File: config.mk
export PLATFORM = sky130hd
export DESIGN_NAME = puf_challenge_verifier
export DESIGN_NICKNAME = d
export VERILOG_FILES = /design/src/rtl/puf_pkg.sv /design/src/rtl/puf_popcount.sv /design/src/rtl/puf_challenge_verifier.sv
export SDC_FILE = /design/constraint.sdc
export NUM_CORES = 1
export LEC_CHECK = 0
export ABC_AREA = 0
export CAP_MARGIN = 15
export CORE_UTILIZATION = 45
export CTS_CLUSTER_DIAMETER = 200
export DETAILED_ROUTE_END_ITERATION = 8
export PLACE_DENSITY = 0.68
export SETUP_SLACK_MARGIN = 0.5
export SYNTH_ARGS = -nofsm -noshare
export SYNTH_HDL_FRONTEND = slang
export SYNTH_HIERARCHICAL = 1
export SYNTH_SLANG_ARGS = --single-unit
File: constraint.sdc
create_clock -name clock -period 4.85 [get_ports clock]
set_clock_uncertainty 0.15 [all_clocks]
set_input_delay 0.97 -clock clock [delete_from_list [all_inputs] [get_ports clock]]
set_output_delay 0.97 -clock clock [all_outputs]
set_load 0.02 [all_outputs]
File: src/rtl/puf_pkg.sv
`default_nettype none
// ============================================================================
// Module      : puf_pkg
// Description : Shared types, defaults and helpers for the RO-PUF verifier.
// Revision    : 1.0 - initial release
// ============================================================================
package puf_pkg;

  // Verifier sequencing states
  typedef enum logic [2:0] {
    ST_IDLE = 3'd0,
    ST_PRST = 3'd1,
    ST_MEAS = 3'd2,
    ST_SAMP = 3'd3,
    ST_CMP  = 3'd4,
    ST_DONE = 3'd5
  } state_t;

  localparam int c_sel_w_default  = 4;
  localparam int c_window_default = 4095;

  // Ceiling log2, used to size counters; returns 0 for values <= 1
  function automatic int clog2_f(input int value);
    int result;
    result = 0;
    for (int i = 0; i < 31; i++) begin
      if ((1 << i) < value) begin
        result = i + 1;
      end
    end
    return result;
  endfunction

endpackage
`default_nettype wire

File: src/rtl/puf_popcount.sv
`default_nettype none
// ============================================================================
// Module      : puf_popcount
// Description : Combinational population count of a WIDTH-bit vector.
// Revision    : 1.0 - initial release
// ============================================================================
module puf_popcount #(
  parameter int WIDTH = 16,
  parameter int OUT_W = 5
) (
  input  logic [WIDTH-1:0] i_bits,
  output logic [OUT_W-1:0] o_count
);

  // Sum every set bit of the input vector
  always_comb begin
    o_count = '0;
    for (int i = 0; i < WIDTH; i++) begin
      o_count = o_count + OUT_W'(i_bits[i]);
    end
  end

endmodule
`default_nettype wire

File: src/rtl/puf_challenge_verifier.sv
`default_nettype none
// ============================================================================
// Module      : puf_challenge_verifier
// Description : Issues RESP_BITS challenges to an RO PUF core, sequences its
//               reset/enable windows, assembles the response word and
//               compares it with an enrolled golden word by Hamming distance.
// Revision    : 1.0 - initial release
// ============================================================================
module puf_challenge_verifier
  import puf_pkg::*;
#(
  parameter int RESP_BITS  = 16,
  parameter int SEL_W      = c_sel_w_default,
  parameter int WINDOW     = c_window_default,
  parameter int RST_CYC    = 3,
  parameter int SAMPLE_LAT = 2,
  parameter int HD_W       = 5
) (
  input  logic                 clock,
  input  logic                 reset,
  input  logic                 start,
  input  logic                 abort,
  input  logic [SEL_W-1:0]     offset,
  input  logic [RESP_BITS-1:0] golden,
  input  logic [HD_W-1:0]      threshold,
  output logic [SEL_W-1:0]     sel_a,
  output logic [SEL_W-1:0]     sel_b,
  output logic                 puf_enable,
  output logic                 puf_reset,
  input  logic                 puf_bit,
  output logic                 busy,
  output logic                 done,
  output logic                 pass,
  output logic [HD_W-1:0]      hd,
  output logic [RESP_BITS-1:0] response
);

  // Counter spans the longest of the three timed phases; it is loaded with
  // (duration - 1) on phase entry and the phase ends when it reaches zero.
  localparam int c_cnt_max = (WINDOW > RST_CYC)
                           ? ((WINDOW > SAMPLE_LAT) ? WINDOW : SAMPLE_LAT)
                           : ((RST_CYC > SAMPLE_LAT) ? RST_CYC : SAMPLE_LAT);
  localparam int c_cnt_w   = (clog2_f(c_cnt_max + 1) < 1) ? 1 : clog2_f(c_cnt_max + 1);
  localparam int c_idx_w   = (clog2_f(RESP_BITS) < 1) ? 1 : clog2_f(RESP_BITS);

  localparam logic [c_cnt_w-1:0] c_rst_load  = c_cnt_w'(RST_CYC - 1);
  localparam logic [c_cnt_w-1:0] c_win_load  = c_cnt_w'(WINDOW - 1);
  localparam logic [c_cnt_w-1:0] c_samp_load = c_cnt_w'(SAMPLE_LAT - 1);
  localparam logic [c_idx_w-1:0] c_last_idx  = c_idx_w'(RESP_BITS - 1);

  state_t                 r_state;
  logic [c_cnt_w-1:0]     r_cnt;
  logic [c_idx_w-1:0]     r_idx;
  logic [RESP_BITS-1:0]   r_golden;
  logic [HD_W-1:0]        r_threshold;
  logic [SEL_W-1:0]       r_offset;

  logic [SEL_W-1:0]       w_offset_eff;
  logic [c_idx_w-1:0]     w_idx_nxt;
  logic [SEL_W-1:0]       w_sel_a_nxt;
  logic [SEL_W-1:0]       w_sel_b_nxt;
  logic [HD_W-1:0]        w_hd;

  // A zero offset would pair an oscillator with itself, so it becomes 1
  assign w_offset_eff = (offset == '0) ? SEL_W'(1) : offset;

  // Challenge pair for the next index; the SEL_W-wide sum wraps naturally
  assign w_idx_nxt   = r_idx + c_idx_w'(1);
  assign w_sel_a_nxt = SEL_W'(w_idx_nxt);
  assign w_sel_b_nxt = w_sel_a_nxt + r_offset;

  puf_popcount #(
    .WIDTH (RESP_BITS),
    .OUT_W (HD_W)
  ) u_popcount (
    .i_bits  (response ^ r_golden),
    .o_count (w_hd)
  );

  // Sequencer: per-challenge reset/measure/sample phases, then compare
  always_ff @(posedge clock or posedge reset) begin
    if (reset) begin
      r_state     <= ST_IDLE;
      r_cnt       <= '0;
      r_idx       <= '0;
      r_golden    <= '0;
      r_threshold <= '0;
      r_offset    <= '0;
      sel_a       <= '0;
      sel_b       <= '0;
      puf_enable  <= 1'b0;
      puf_reset   <= 1'b0;
      busy        <= 1'b0;
      done        <= 1'b0;
      pass        <= 1'b0;
      hd          <= '0;
      response    <= '0;
    end else if (abort && (r_state != ST_IDLE)) begin
      // Abandon the run; the result registers stay in their cleared state
      r_state    <= ST_IDLE;
      sel_a      <= '0;
      sel_b      <= '0;
      puf_enable <= 1'b0;
      puf_reset  <= 1'b0;
      busy       <= 1'b0;
      done       <= 1'b0;
      pass       <= 1'b0;
      response   <= '0;
    end else begin
      done <= 1'b0;
      case (r_state)
        ST_IDLE: begin
          if (start && !abort) begin
            r_golden    <= golden;
            r_threshold <= threshold;
            r_offset    <= w_offset_eff;
            r_idx       <= '0;
            response    <= '0;
            pass        <= 1'b0;
            busy        <= 1'b1;
            sel_a       <= '0;
            sel_b       <= w_offset_eff;
            puf_reset   <= 1'b1;
            r_cnt       <= c_rst_load;
            r_state     <= ST_PRST;
          end
        end
        ST_PRST: begin
          if (r_cnt == '0) begin
            puf_reset  <= 1'b0;
            puf_enable <= 1'b1;
            r_cnt      <= c_win_load;
            r_state    <= ST_MEAS;
          end else begin
            r_cnt <= r_cnt - c_cnt_w'(1);
          end
        end
        ST_MEAS: begin
          if (r_cnt == '0) begin
            puf_enable <= 1'b0;
            r_cnt      <= c_samp_load;
            r_state    <= ST_SAMP;
          end else begin
            r_cnt <= r_cnt - c_cnt_w'(1);
          end
        end
        ST_SAMP: begin
          if (r_cnt == '0) begin
            response[r_idx] <= puf_bit;
            if (r_idx == c_last_idx) begin
              r_state <= ST_CMP;
            end else begin
              r_idx     <= w_idx_nxt;
              sel_a     <= w_sel_a_nxt;
              sel_b     <= w_sel_b_nxt;
              puf_reset <= 1'b1;
              r_cnt     <= c_rst_load;
              r_state   <= ST_PRST;
            end
          end else begin
            r_cnt <= r_cnt - c_cnt_w'(1);
          end
        end
        ST_CMP: begin
          hd      <= w_hd;
          pass    <= (w_hd <= r_threshold);
          done    <= 1'b1;
          busy    <= 1'b0;
          r_state <= ST_DONE;
        end
        ST_DONE: begin
          sel_a   <= '0;
          sel_b   <= '0;
          r_state <= ST_IDLE;
        end
        default: begin
          r_state <= ST_IDLE;
        end
      endcase
    end
  end

endmodule
`default_nettype wire

# Word level (Yosys, flattened, before mapping)
# Cells that the tools add are included.
[word_totals] reg_bits=78 latch_bits=0 ramBits=0 mem_bits_ro=0 in_bits=30 elab_cells=126 n_memories=0
[classes] add_sub_neg=18 n_mul=0 n_div=0 n_lt_le_gt_ge=3 eq_ne=15 shift=0 mux=48 bitwise_logic=2 n_reduce_logical=25
[ops] op="adder 5 x 1 -> 5 bit" n=14
[ops] op="2-to-1 mux 12 bit" n=5
[ops] op="2-to-1 mux 16 bit" n=3
[ops] op="one-hot mux 12 bit (4 select lines)" n=1
[ops] op="2-to-1 mux 4 bit" n=9
[ops] op="one-hot mux 16 bit (2 select lines)" n=1
[ops] op="one-hot mux 4 bit (3 select lines)" n=2
[ops] op="2-to-1 mux 3 bit" n=6
[ops] op="!= test 3 bit (second input constant)" n=6
[ops] op="bitwise mux 16 bit" n=1
[ops] op="bitwise XOR 16 bit" n=1
[ops] op="one-hot mux 3 bit (5 select lines)" n=1
[ops] op="2-to-1 mux 1 bit" n=13
[ops] op="zero test 12 bit" n=1
[ops] op="AND reduction 4 bit" n=3
[ops] op="nonzero test 3 bit" n=4
[ops] op="nonzero test 4 bit" n=3
[ops] op="subtractor 12 x 1 -> 12 bit (second input constant)" n=1
[ops] op="AND reduction 5 bit" n=2
[ops] op="AND reduction 3 bit" n=3
[ops] op="one-hot mux 4 bit (2 select lines)" n=1
[ops] op="== test 3 x 2 -> 1 bit (second input constant)" n=2
[ops] op="== test 3 bit (second input constant)" n=2
[ops] op="!= test 2 bit (second input constant)" n=3
[ops] op="18 further kinds" n=23

# Longest topological paths before layout
# Gate-level depths: netlist of run 1.
[depth] depth_word=19 mapped_depth=18

# Modules after synthesis
# Netlist of run 1, hierarchy kept.
[modules_own_cells] module="puf_challenge_verifier" n_inst=1 cells_per_inst=414 area_per_inst_um2=4197.8 seq_area_each_um2=1951.9
[modules_own_cells] module="puf_popcount" n_inst=1 cells_per_inst=47 area_per_inst_um2=407.9 seq_area_each_um2=0.0

# Worst setup path after synthesis of run 1
# No wires, ideal clock.
[synth_timing] path_type="reg2reg" start="reg response[0]" end="reg pass" arrival_ns=4.265 path_slack_ns=0.340 stages_incl_launch_ff=18 n_path_buf=0 cell_sequence="dfrtp_1 -> xor2_1 -> inv_1 -> fa_1 -> fa_1 -> fa_1 -> fa_1 -> inv_1 -> ha_1 -> inv_1 -> fa_1 -> inv_1 -> ha_1 -> nor2b_1 -> o21a_1 -> o21ai_0 -> a21oi_1 -> o31ai_1"
[synth_between] elab_chain_cells=19
[synth_lines] element="from (decl)" line_no="puf_challenge_verifier.sv:35" rtl="output logic [RESP_BITS-1:0] response"
[synth_lines] element="from (signal, indexed assignment)" line_no="puf_challenge_verifier.sv:149" rtl="response[r_idx] <= puf_bit;"
[synth_lines] element="bitwise XOR 16 bit" line_no="puf_challenge_verifier.sv:76" rtl=".i_bits (response ^ r_golden),"
[synth_lines] element="adder 1 x 1 -> 2 bit" line_no="puf_popcount.sv:19" rtl="o_count = o_count + OUT_W'(i_bits[i]);"
[synth_lines] element="adder 5 x 1 -> 5 bit (14 in a row)" line_no="puf_popcount.sv:19"
[synth_lines] element="via w_hd[1]" line_no="puf_challenge_verifier.sv:62" rtl="logic [HD_W-1:0] w_hd;"
[synth_lines] element="less-or-equal comparator 5 bit" line_no="puf_challenge_verifier.sv:166" rtl="pass <= (w_hd <= r_threshold);"
[synth_lines] element="one-hot mux 1 bit (2 select lines)" line_no="puf_challenge_verifier.sv:111" rtl="case (r_state)"
[synth_lines] element="2-to-1 mux 1 bit" line_no="puf_challenge_verifier.sv:98" rtl="end else if (abort && (r_state != ST_IDLE)) begin"
[synth_lines] element="to (signal assigned)" line_no="puf_challenge_verifier.sv:166"
[synth_lines] element="to (decl)" line_no="puf_challenge_verifier.sv:33" rtl="output logic pass,"
# The timed path passes the listed nets, and every way through them passes these cells.
# A chain may end at the register's enable or synchronous reset.

# Worst setup path in the final report of run 1
[layout_timing] start="reg response[5]" end="reg pass"
[layout_between] elab_chain_cells=15
[layout_lines] element="bitwise XOR 16 bit" line_no="puf_challenge_verifier.sv:76"
[layout_lines] element="adder 5 x 1 -> 5 bit (11 in a row)" line_no="puf_popcount.sv:19"
[layout_lines] element="via w_hd[1]" line_no="puf_challenge_verifier.sv:62"
[layout_lines] element="less-or-equal comparator 5 bit" line_no="puf_challenge_verifier.sv:166"
[layout_lines] element="one-hot mux 1 bit (2 select lines)" line_no="puf_challenge_verifier.sv:111"
[layout_lines] element="2-to-1 mux 1 bit" line_no="puf_challenge_verifier.sv:98"
# The timed path passes the listed nets, and every way through them passes these cells.

==> impl_metrics.csv, run 1 <==
group,metric,value,unit
outcome,status,"complete, no violations",
global_route,met3_usage,3.19,%
cts,path_clk_slew,0.09,ns
routing,route.detailed.drc,0,
sta,finalSetupViolations,0,
cts,htree_levels,3,
floorplanning,dieHeight,103,µm
pwr,switchingPower,1.63,mW
cts,cts_tree,"done",
pwr,swShare,42.1,%
pwr,total_power,3.87,mW
logic_synthesis,yosysSeqAreaShare,42.4,%
min_path,hold_class,"register to register",
logic_synthesis,synth_cell_types,59,
sta,finalSetupTns,0,ns
cts,clk_path_buf_depth,2,
critical_path,critPathLaunchType,"register",
logic_synthesis,async_flop_share,100,%
sta,fin_ws,0.186,ns
global_route,grt_pass1_vias,3469,
critical_path,cp_common_cell,"fa_1",
place,port_buffers,63,
logic_synthesis,yosysWarningCount,6,
logic_synthesis,avgSynthCellArea,9.99,µm²
cells_and_area,drive_gt1_share,15.5,%
sta,slew_headroom,39.2,%
routing,avgViaCountPerCell,5.37,
critical_path,r2r_setup_slack,0.19,ns
global_route,grt_busiest_layer,"met2",
routing,ant_nets,0,
cts,cts-root-buf,"clkbuf_8",
routing,vias,3551,
pwr,p_seq_share,23.0,%
routing,wirelength,10400,µm
cts,worstSkewPairLatency,0.35,ns
floorplanning,chipWidth,103,µm
pwr,powerDensity,689,mW/mm²
critical_path,required,4.95,ns
critical_path,path_max_fanout,3,
routing,drtPass1Iterations,4,
pwr,peakVddDrop,0.566,mV
place,place_area,0.00536,mm²
global_route,track_usage,20.9,%
place,hpwl,7520,µm
pwr,p_int,2.24,mW
cells_and_area,fill_cells,880,
global_route,grt_overflow,0,
sta,period_needed,4.66,ns
cells_and_area,seqCellArea,0.00196,mm²
critical_path,cp_slowest_cell,"fa_1",
logic_synthesis,syn-cell-area,0.00461,mm²
critical_path,crit_family,"adder cells",
logic_synthesis,yosys_register_bits,78,
cells_and_area,fin_area,0.00561,mm²
floorplanning,core_area,0.00986,mm²
critical_path,path_buf_inv,4,
cts,clock-sinks,78,
routing,avgRoutedWirePerCell,15.8,µm
global_route,grt_util_met1,28.2,%
sta,rsz0062_at_grt,"yes",
critical_path,path_class,"register to register",
place,dp_slack,0.222,ns
cells_and_area,final_nets,583,
critical_path,critPathMaxStageDelay,0.58,ns
cells_and_area,area_growth_syn_to_layout,21.8,%
floorplanning,rows,36,
sta,worstMarginPinSlew,0.912,ns
global_route,grt_use_met2,34.2,%
sta,finalHoldViolations,0,
job,max_cap_viol_count,0,
pwr,leakage,2.58,nW
logic_synthesis,synth-edff-count,0,
global_route,grt_pass1_wl,16900,µm
cts,numCtsBuffers,9,
floorplanning,start_util,46.7,%
sta,fmax,214,MHz
floorplanning,die_area,0.0106,mm²
pwr,clkPwrFrac,12.8,%
cells_and_area,n_antenna_cell,0,
sta,fin_crit_sh,96.2,%
global_route,grt_max_degree,29,
logic_synthesis,synth_nets,521,
critical_path,crit_chain,"xor2_1 -> inv_1 -> fa_1 -> fa_1 -> fa_1 -> fa_1 -> inv_1 -> ha_2 -> inv_2 -> fa_2 -> inv_2 -> ha_4 -> nor2b_1 -> o21a_1 -> o21ai_1 -> a21oi_1 -> o31ai_1",
sta,slew_violations,0,
cts,cts_hold_buf,0,
place,gp_congestion,0.852,
cells_and_area,multi_input_area,0.00243,mm²
routing,initialDrtViolationCount,132,
floorplanning,pin_count,64,
logic_synthesis,synth_ff_type,"dfrtp_1",
global_route,antenna_found_initial,0,
pwr,combPwrFrac,64.1,%
critical_path,cp-end-kind,"register",
critical_path,critical_path_arrival,4.76,ns
logic_synthesis,syn_inst,461,
timing repair:
item	in CTS	in global routing
gates resized for setup	0	7
pin swaps	1	9
buffers inserted	0	2
endpoints found under the setup margin	1	1
flip-flops by register name (all words and copies together) (netlist names), 5 cells and up:
name	count
hd	5
r_cnt	12
r_golden	16
r_threshold	5
response	16
per-stage QoR:
| stage | cells | utilization (%) | hold slack, ns |
|---|---|---|---|
| finish | 661 | 56.9 | 0.336 |
| global route | 661 | 56.9 | 0.379 |
| CTS | 659 | 56.4 | 0.343 |
| detailed placement | 643 | 54.4 | 0.325 |
| global placement | 643 | 54.4 | 0.320 |
| floorplan | 461 | - | 0.304 |
cell families (layout without fill, tap and decap cells):
group / count (synthesis) / count (layout) / synth area share (%)
AOI/OAI and AO/OA: 132 / 132 / 17.9
and+or+nand+nor: 100 / 100 / 11.2
DFF: 78 / 78 / 42.4
buffers and inverters: 64 / 131 / 5.65
muxes: 33 / 33 / 8.10
adders and majority gates: 30 / 30 / 9.94
xor gates and xnor gates: 24 / 24 / 4.86
cell usage after synthesis, types with 3 or more instances:
cell type,number,area (µm²)
a211oi_1,3,22.5
a21o_1,5,37.5
a21oi_1,27,135
a22o_1,4,35.0
a31oi_1,10,62.6
buf_2,4,20.0
clkbuf_1,13,48.8
dfrtp_1,78,1950
fa_1,11,220
ha_1,19,238
inv_1,44,165
mux2_2,30,338
nand2_1,22,82.6
nand2b_1,3,18.8
nand3_1,9,45.0
nor2_1,30,113
nor2b_1,7,43.8
nor3_1,6,30.0
nor3b_1,3,22.5
o211ai_1,3,22.5
o21a_1,3,22.5
o21ai_0,49,245
o22a_1,6,52.6
o31ai_1,4,30.0
or3_1,3,18.8
xor2_1,21,184
routing by layer:
metal / part of all wire, % / vias to the layer above
met5: 0 / -
met4: 1.1 / 0
met3: 3.5 / 11
met2: 47 / 82
met1: 48 / 1723
li1: - / 1735
worst min-delay path: cells and delay by family, from the launching register on:
kind             cells  cell delay (ns)
AO/OA/AOI/OAI        1             0.06
AND/OR/NAND/NOR      1             0.05
flip-flops           1             0.35
power by group through the flow:
stage                     clock network, mW  registers, mW  logic [mW]
after floorplan                           0          0.900        1.71
after global placement                    0          0.897        2.12
after detailed placement                  0          0.903        2.24
after CTS                             0.510          0.890        2.26
after global routing                  0.539          0.909        2.83
final                                 0.495          0.891        2.48
layout make-up:
| class | instances | share of cell area, % |
|---|---|---|
| Timing Repair Buffer | 71 | 12.3 |
| Tap cell | 133 | 2.97 |
| Clock buffer | 11 | 2.52 |
| Sequential cell | 78 | 35.0 |
| Inverter | 44 | 2.94 |
| Clock inverter | 5 | 1.05 |
| Multi-Input combinational cell | 319 | 43.3 |
cells in the final DEF (no fill, tap or decap), drive strengths merged, types with 3 or more instances in the layout:
cell type	netlist	routed
mux2	31	31
xor2	21	21
a211oi	4	4
o21a	3	3
a22o	6	6
o211ai	3	3
a31oi	10	10
o31ai	4	4
nand2b	3	3
nand3	9	9
clkdlybuf4s50	0	63
dfrtp	78	78
clkbuf	13	11
buf	7	8
and2	3	3
a21o	5	5
or4	3	3
nor3b	3	3
a21oi	28	28
nor3	7	7
or3	3	3
nand2	22	22
nor2	30	30
fa	11	11
ha	19	19
o22a	7	7
nor2b	7	7
inv	44	44
o21ai	49	49
final timing paths:
kind,startpoint,end,cells past startpoint
max,response[5],pass,17
min,sel_a[3],sel_a[3],2
max reg2reg,response[5],pass,17
min reg2reg,sel_a[3],sel_a[3],2
max in group asynchronous,reset,response[15],3
min in group asynchronous,reset,r_threshold[0],2
No activity file was read; power rests on OpenSTA's default activity.
==> run 2, diff against run 1 <==
Settings changed: SKIP_LAST_GASP set to 1, SLEW_MARGIN set to 20.
==> impl_metrics.csv, run 2 (synthesized netlist as in run 1, its figures left out) <==
group,metric,value,unit
critical_path,required,4.95,ns
routing,route.detailed.drc,0,
floorplanning,die_area,0.0106,mm²
place,dp_cells,643,
floorplanning,start_util,46.7,%
cells_and_area,fill_cells,880,
floorplanning,core_area,0.00986,mm²
critical_path,cp-end-kind,"register",
place,port_buffers,63,
critical_path,crit_chain,"xor2_1 -> inv_1 -> fa_1 -> fa_1 -> fa_1 -> fa_1 -> inv_1 -> ha_2 -> inv_1 -> fa_2 -> inv_2 -> ha_4 -> nor2b_1 -> o21a_1 -> o21ai_1 -> a21oi_1 -> o31ai_1",
critical_path,cp_common_cell,"fa_1",
floorplanning,chipWidth,103,µm
cells_and_area,n_antenna_cell,0,
place,hpwl,7520,µm
global_route,track_usage,20.9,%
critical_path,path_buf_inv,4,
critical_path,path_class,"register to register",
critical_path,critPathLaunchType,"register",
min_path,hold_class,"register to register",
global_route,grt_max_degree,29,
cells_and_area,final_nets,583,
floorplanning,rows,36,
sta,finalSetupViolations,0,
cts,clock-sinks,78,
pwr,powerDensity,688,mW/mm²
sta,period_needed,4.67,ns
cts,htree_levels,3,
cts,worstSkewPairLatency,0.35,ns
cells_and_area,postLayoutCoreUtil,56.9,%
routing,wirelength,10400,µm
critical_path,critPathMaxStageDelay,0.58,ns
cells_and_area,area_growth_syn_to_layout,21.8,%
sta,slew_violations,0,
critical_path,rr_endpoint,"pass",
sta,rsz0062_at_grt,"yes",
sta,finalHoldViolations,0,
pwr,peakVddDrop,0.566,mV
global_route,grt_pass1_wl,16900,µm
cts,numCtsBuffers,9,
critical_path,path_depth,17,
cells_and_area,mostFrequentLayoutCells,"dfrtp_1 (71), clkdlybuf4s50_1 (63), o21ai_0 (48)",
cts,clk_path_buf_depth,2,
cells_and_area,reg_top3,"r_golden x16, response x16, r_cnt x12",
cts,cts_tree,"done",
routing,avgRoutedWirePerCell,15.8,µm
cells_and_area,fin_area,0.00561,mm²
sta,slew_headroom,39.2,%
min_path,hold_end,"sel_a[3]",
sta,fmax,214,MHz
critical_path,cp_slowest_cell,"fa_1",
global_route,grt_pass1_vias,3469,
min_path,hp-start,"sel_a[3]",
place,place_area,0.00536,mm²
cells_and_area,final-instance-count-excl-fill,661,
critical_path,r2r_setup_slack,0.18,ns
cells_and_area,drive_gt1_share,15.3,%
cts,cts_hold_buf,0,
floorplanning,pin_count,64,
critical_path,r2r_start,"response[5]",
min_path,holdPathStages,2,
routing,drtPass1Iterations,4,
cts,cts-root-buf,"clkbuf_8",
routing,initialDrtViolationCount,132,
global_route,antenna_found_initial,0,
critical_path,critical_path_arrival,4.77,ns
sta,fin_hold_ws,0.336,ns
critical_path,crit_family,"adder cells",
pwr,leakage,2.58,nW
cts,path_clk_slew,0.09,ns
cells_and_area,final_common_cell,"dfrtp_1",
critical_path,path_max_fanout,3,
sta,fin_crit_sh,96.3,%
outcome,status,"complete, no violations",
place,gp_congestion,0.852,
floorplanning,dieHeight,103,µm
global_route,grt_overflow,0,
routing,ant_nets,0,
routing,avgViaCountPerCell,5.37,
sta,worstMarginPinSlew,0.912,ns
job,max_cap_viol_count,0,
routing,vias,3551,
critical_path,r2r_cells,17,
-- run 2: cell counts in the layout (fill, tap and decap cells not counted) --
Identical to the previous run, type by type.
-- run 2: how the worst max path moves through the flow --
stage,startpoint,endpoint,slack (ns)
3_5_place_dp,response[7],pass,0.22
3_3_place_gp,response[15],pass,0.33
4_1_cts,response[5],pass,0.18
6_report,response[5],pass,0.18
2_1_floorplan,response[15],pass,0.39
5_1_grt,r_golden[3],pass,-0.02
-- run 2: layout make-up --
class / instances / area, µm² / share of cell area [%]
Clock buffer: 11 / 141 / 2.52
Clock inverter: 5 / 58.8 / 1.05
Inverter: 44 / 165 / 2.94
Multi-Input combinational cell: 319 / 2430 / 43.3
Sequential cell: 78 / 1960 / 35.0
Tap cell: 133 / 166 / 2.97
Timing Repair Buffer: 71 / 691 / 12.3
-- run 2: worst register-to-register path, cell delays in order (launching register included) --
cell	delay (ns)
dfrtp_2	0.42
xor2_1	0.13
inv_1	0.07
fa_1	0.58
fa_1	0.44
fa_1	0.56
fa_1	0.43
inv_1	0.07
ha_2	0.17
inv_1	0.05
fa_2	0.52
inv_2	0.05
ha_4	0.21
nor2b_1	0.12
o21a_1	0.16
o21ai_1	0.11
a21oi_1	0.08
o31ai_1	0.24
-- run 2: per-layer routing --
layer  up-vias  track usage, %  wire [µm]
met5         -               0          0
li1       1735               -          -
met2        82            34.2       4910
met3        11            3.19        366
met1      1723            28.2       5050
met4         0            7.48        118
-- run 2: repair_timing --
| action | in CTS | in global routing |
|---|---|---|
| setup buffers | 0 | 2 |
| gates resized for setup | 0 | 6 |
| endpoints found under the setup margin | 1 | 1 |
| cloned | 0 | 0 |
| pin swaps | 1 | 9 |
-- run 2: power breakdown --
group | switching [mW] | internal (mW)
registers | 0.116 | 0.775
logic | 1.27 | 1.21
clock network | 0.243 | 0.252
total | 1.63 | 2.23
-- run 2: metrics by stage --
step,worst slack [ns],TNS [ns],total power [mW]
3_5_place_dp,0.222,0,3.14
2_1_floorplan,0.386,0,2.61
4_1_cts,0.183,0,3.66
5_1_grt,-0.0242,-0.0242,4.27
6_report,0.181,0,3.86
3_3_place_gp,0.325,0,3.02
==> run 3, diff against run 2 <==
==> constraint.sdc (replaced) <==
create_clock -name clock -period 4.85 [get_ports clock]
set_clock_uncertainty 0.15 [all_clocks]
set_input_delay 1.455 -clock clock [delete_from_list [all_inputs] [get_ports clock]]
set_output_delay 1.455 -clock clock [all_outputs]
set_load 0.02 [all_outputs]
==> impl_metrics.csv, run 3 (synthesized netlist as in run 1, its figures left out) <==
group,metric,value,unit
floorplanning,rows,36,
sta,fmax,215,MHz
cts,htree_levels,3,
sta,finalSetupTns,0,ns
critical_path,path_max_fanout,3,
sta,fin_hold_ws,0.341,ns
pwr,peakVddDrop,0.489,mV
floorplanning,dieHeight,103,µm
cells_and_area,reg_top3,"r_golden x16, response x16, r_cnt x12",
critical_path,critPathMaxStageDelay,0.58,ns
sta,slew_headroom,53.9,%
sta,worstMarginPinSlew,0.689,ns
sta,slew_violations,0,
pwr,p_seq_share,23.1,%
pwr,total_power,3.86,mW
global_route,grt_max_degree,35,
cts,worstSkewPairLatency,0.35,ns
cells_and_area,fin_area,0.00563,mm²
critical_path,cp_slowest_cell,"fa_1",
routing,avgViaCountPerCell,5.42,
sta,finalHoldViolations,0,
pwr,swShare,42.0,%
critical_path,required,4.96,ns
cts,clock-sinks,78,
place,dp_slack,0.200,ns
global_route,antenna_found_initial,0,
global_route,track_usage,21.4,%
sta,fin_crit_sh,96.1,%
cts,cts_tree,"done",
critical_path,r2r_cells,17,
floorplanning,core_area,0.00986,mm²
place,dp_cells,644,
cts,numCtsBuffers,9,
min_path,hold_class,"register to register",
critical_path,critical_path_arrival,4.76,ns
critical_path,crit_chain,"xor2_1 -> inv_1 -> fa_1 -> fa_1 -> fa_1 -> fa_1 -> inv_1 -> ha_2 -> inv_1 -> fa_1 -> inv_2 -> ha_4 -> nor2b_1 -> o21a_1 -> o21ai_1 -> a21oi_1 -> o31ai_1",
sta,finalSetupViolations,0,
routing,drtPass1Iterations,4,
outcome,status,"complete, no violations",
cells_and_area,final_common_cell,"dfrtp_1",
floorplanning,chipWidth,103,µm
cells_and_area,n_antenna_cell,0,
sta,rsz0062_at_grt,"yes",
pwr,clkPwrFrac,14.1,%
floorplanning,die_area,0.0106,mm²
routing,route.detailed.drc,0,
job,max_cap_viol_count,0,
place,hpwl,7560,µm
pwr,p_int,2.24,mW
critical_path,path_class,"register to register",
pwr,powerDensity,686,mW/mm²
place,gp_congestion,0.860,
place,place_area,0.00537,mm²
critical_path,r2r_setup_slack,0.19,ns
cells_and_area,final_nets,584,
routing,wirelength,10500,µm
global_route,grt_pass1_vias,3496,
min_path,holdPathStages,2,
min_path,hp-start,"sel_a[0]",
min_path,hold_end,"sel_a[0]",
critical_path,rr_endpoint,"pass",
cts,cts_hold_buf,0,
cts,cts-root-buf,"clkbuf_8",
pwr,switchingPower,1.62,mW
sta,fin_ws,0.191,ns
global_route,grt_pass1_wl,17300,µm
critical_path,cp_common_cell,"fa_1",
critical_path,r2r_start,"response[5]",
critical_path,cp-end-kind,"register",
cells_and_area,postLayoutCoreUtil,57.0,%
routing,avgRoutedWirePerCell,15.8,µm
place,port_buffers,63,
cells_and_area,final-instance-count-excl-fill,662,
routing,ant_nets,0,
cts,clk_path_buf_depth,2,
pwr,combPwrFrac,62.8,%
routing,vias,3588,
critical_path,critPathLaunchType,"register",
floorplanning,start_util,46.7,%
cells_and_area,mostFrequentLayoutCells,"dfrtp_1 (71), clkdlybuf4s50_1 (63), o21ai_0 (48)",
pwr,leakage,2.60,nW
cells_and_area,area_growth_syn_to_layout,22.2,%
cts,path_clk_slew,0.09,ns
global_route,grt_overflow,0,
sta,period_needed,4.66,ns
floorplanning,pin_count,64,
cells_and_area,drive_gt1_share,15.3,%
routing,initialDrtViolationCount,181,
-- run 3: worst max-delay path, delay by kind of cell (launching register included) --
family	cells	cell delay (ns)
buf+inv	4	0.25
xor+xnor	1	0.15
flops	1	0.42
simple gates	1	0.12
compound gates	4	0.60
fa+ha+maj	7	2.85
-- run 3: worst max path at each step --
stage,from,end,cells after the start
finish,response[5],pass,17
global route,response[5],pass,16
CTS,response[15],pass,17
detailed placement,response[15],pass,17
global placement,response[5],pass,17
floorplan,response[15],pass,17
-- run 3: power groups by stage --
stage	clock network, mW	logic [mW]	registers, mW
CTS	0.561	2.22	0.891
finish	0.545	2.42	0.892
global placement	0	2.12	0.896
detailed placement	0	2.20	0.902
floorplan	0	1.71	0.900
global route	0.588	2.76	0.913
-- run 3: area by class of cell --
cell class | count | area (µm²)
sequential | 78 | 1960
clock buffer | 9 | 124
tap | 133 | 166
multi-input combinational | 319 | 2420
fill | 857 | 4240
inverter | 44 | 165
clock inverter | 7 | 96.3
timing repair buffer | 72 | 698
-- run 3: repair_timing --
action / in CTS / in global routing
buffers inserted: 1 / 1
pin swaps: 1 / 10
endpoints found under the setup margin: 1 / 1
resized for setup: 0 / 4
-- run 3: per-layer routing --
layer	routed length, µm	GRT usage [%]
met1	4980	29.5
met2	4980	33.9
met3	401	3.39
met4	91	8.13
met5	0	0
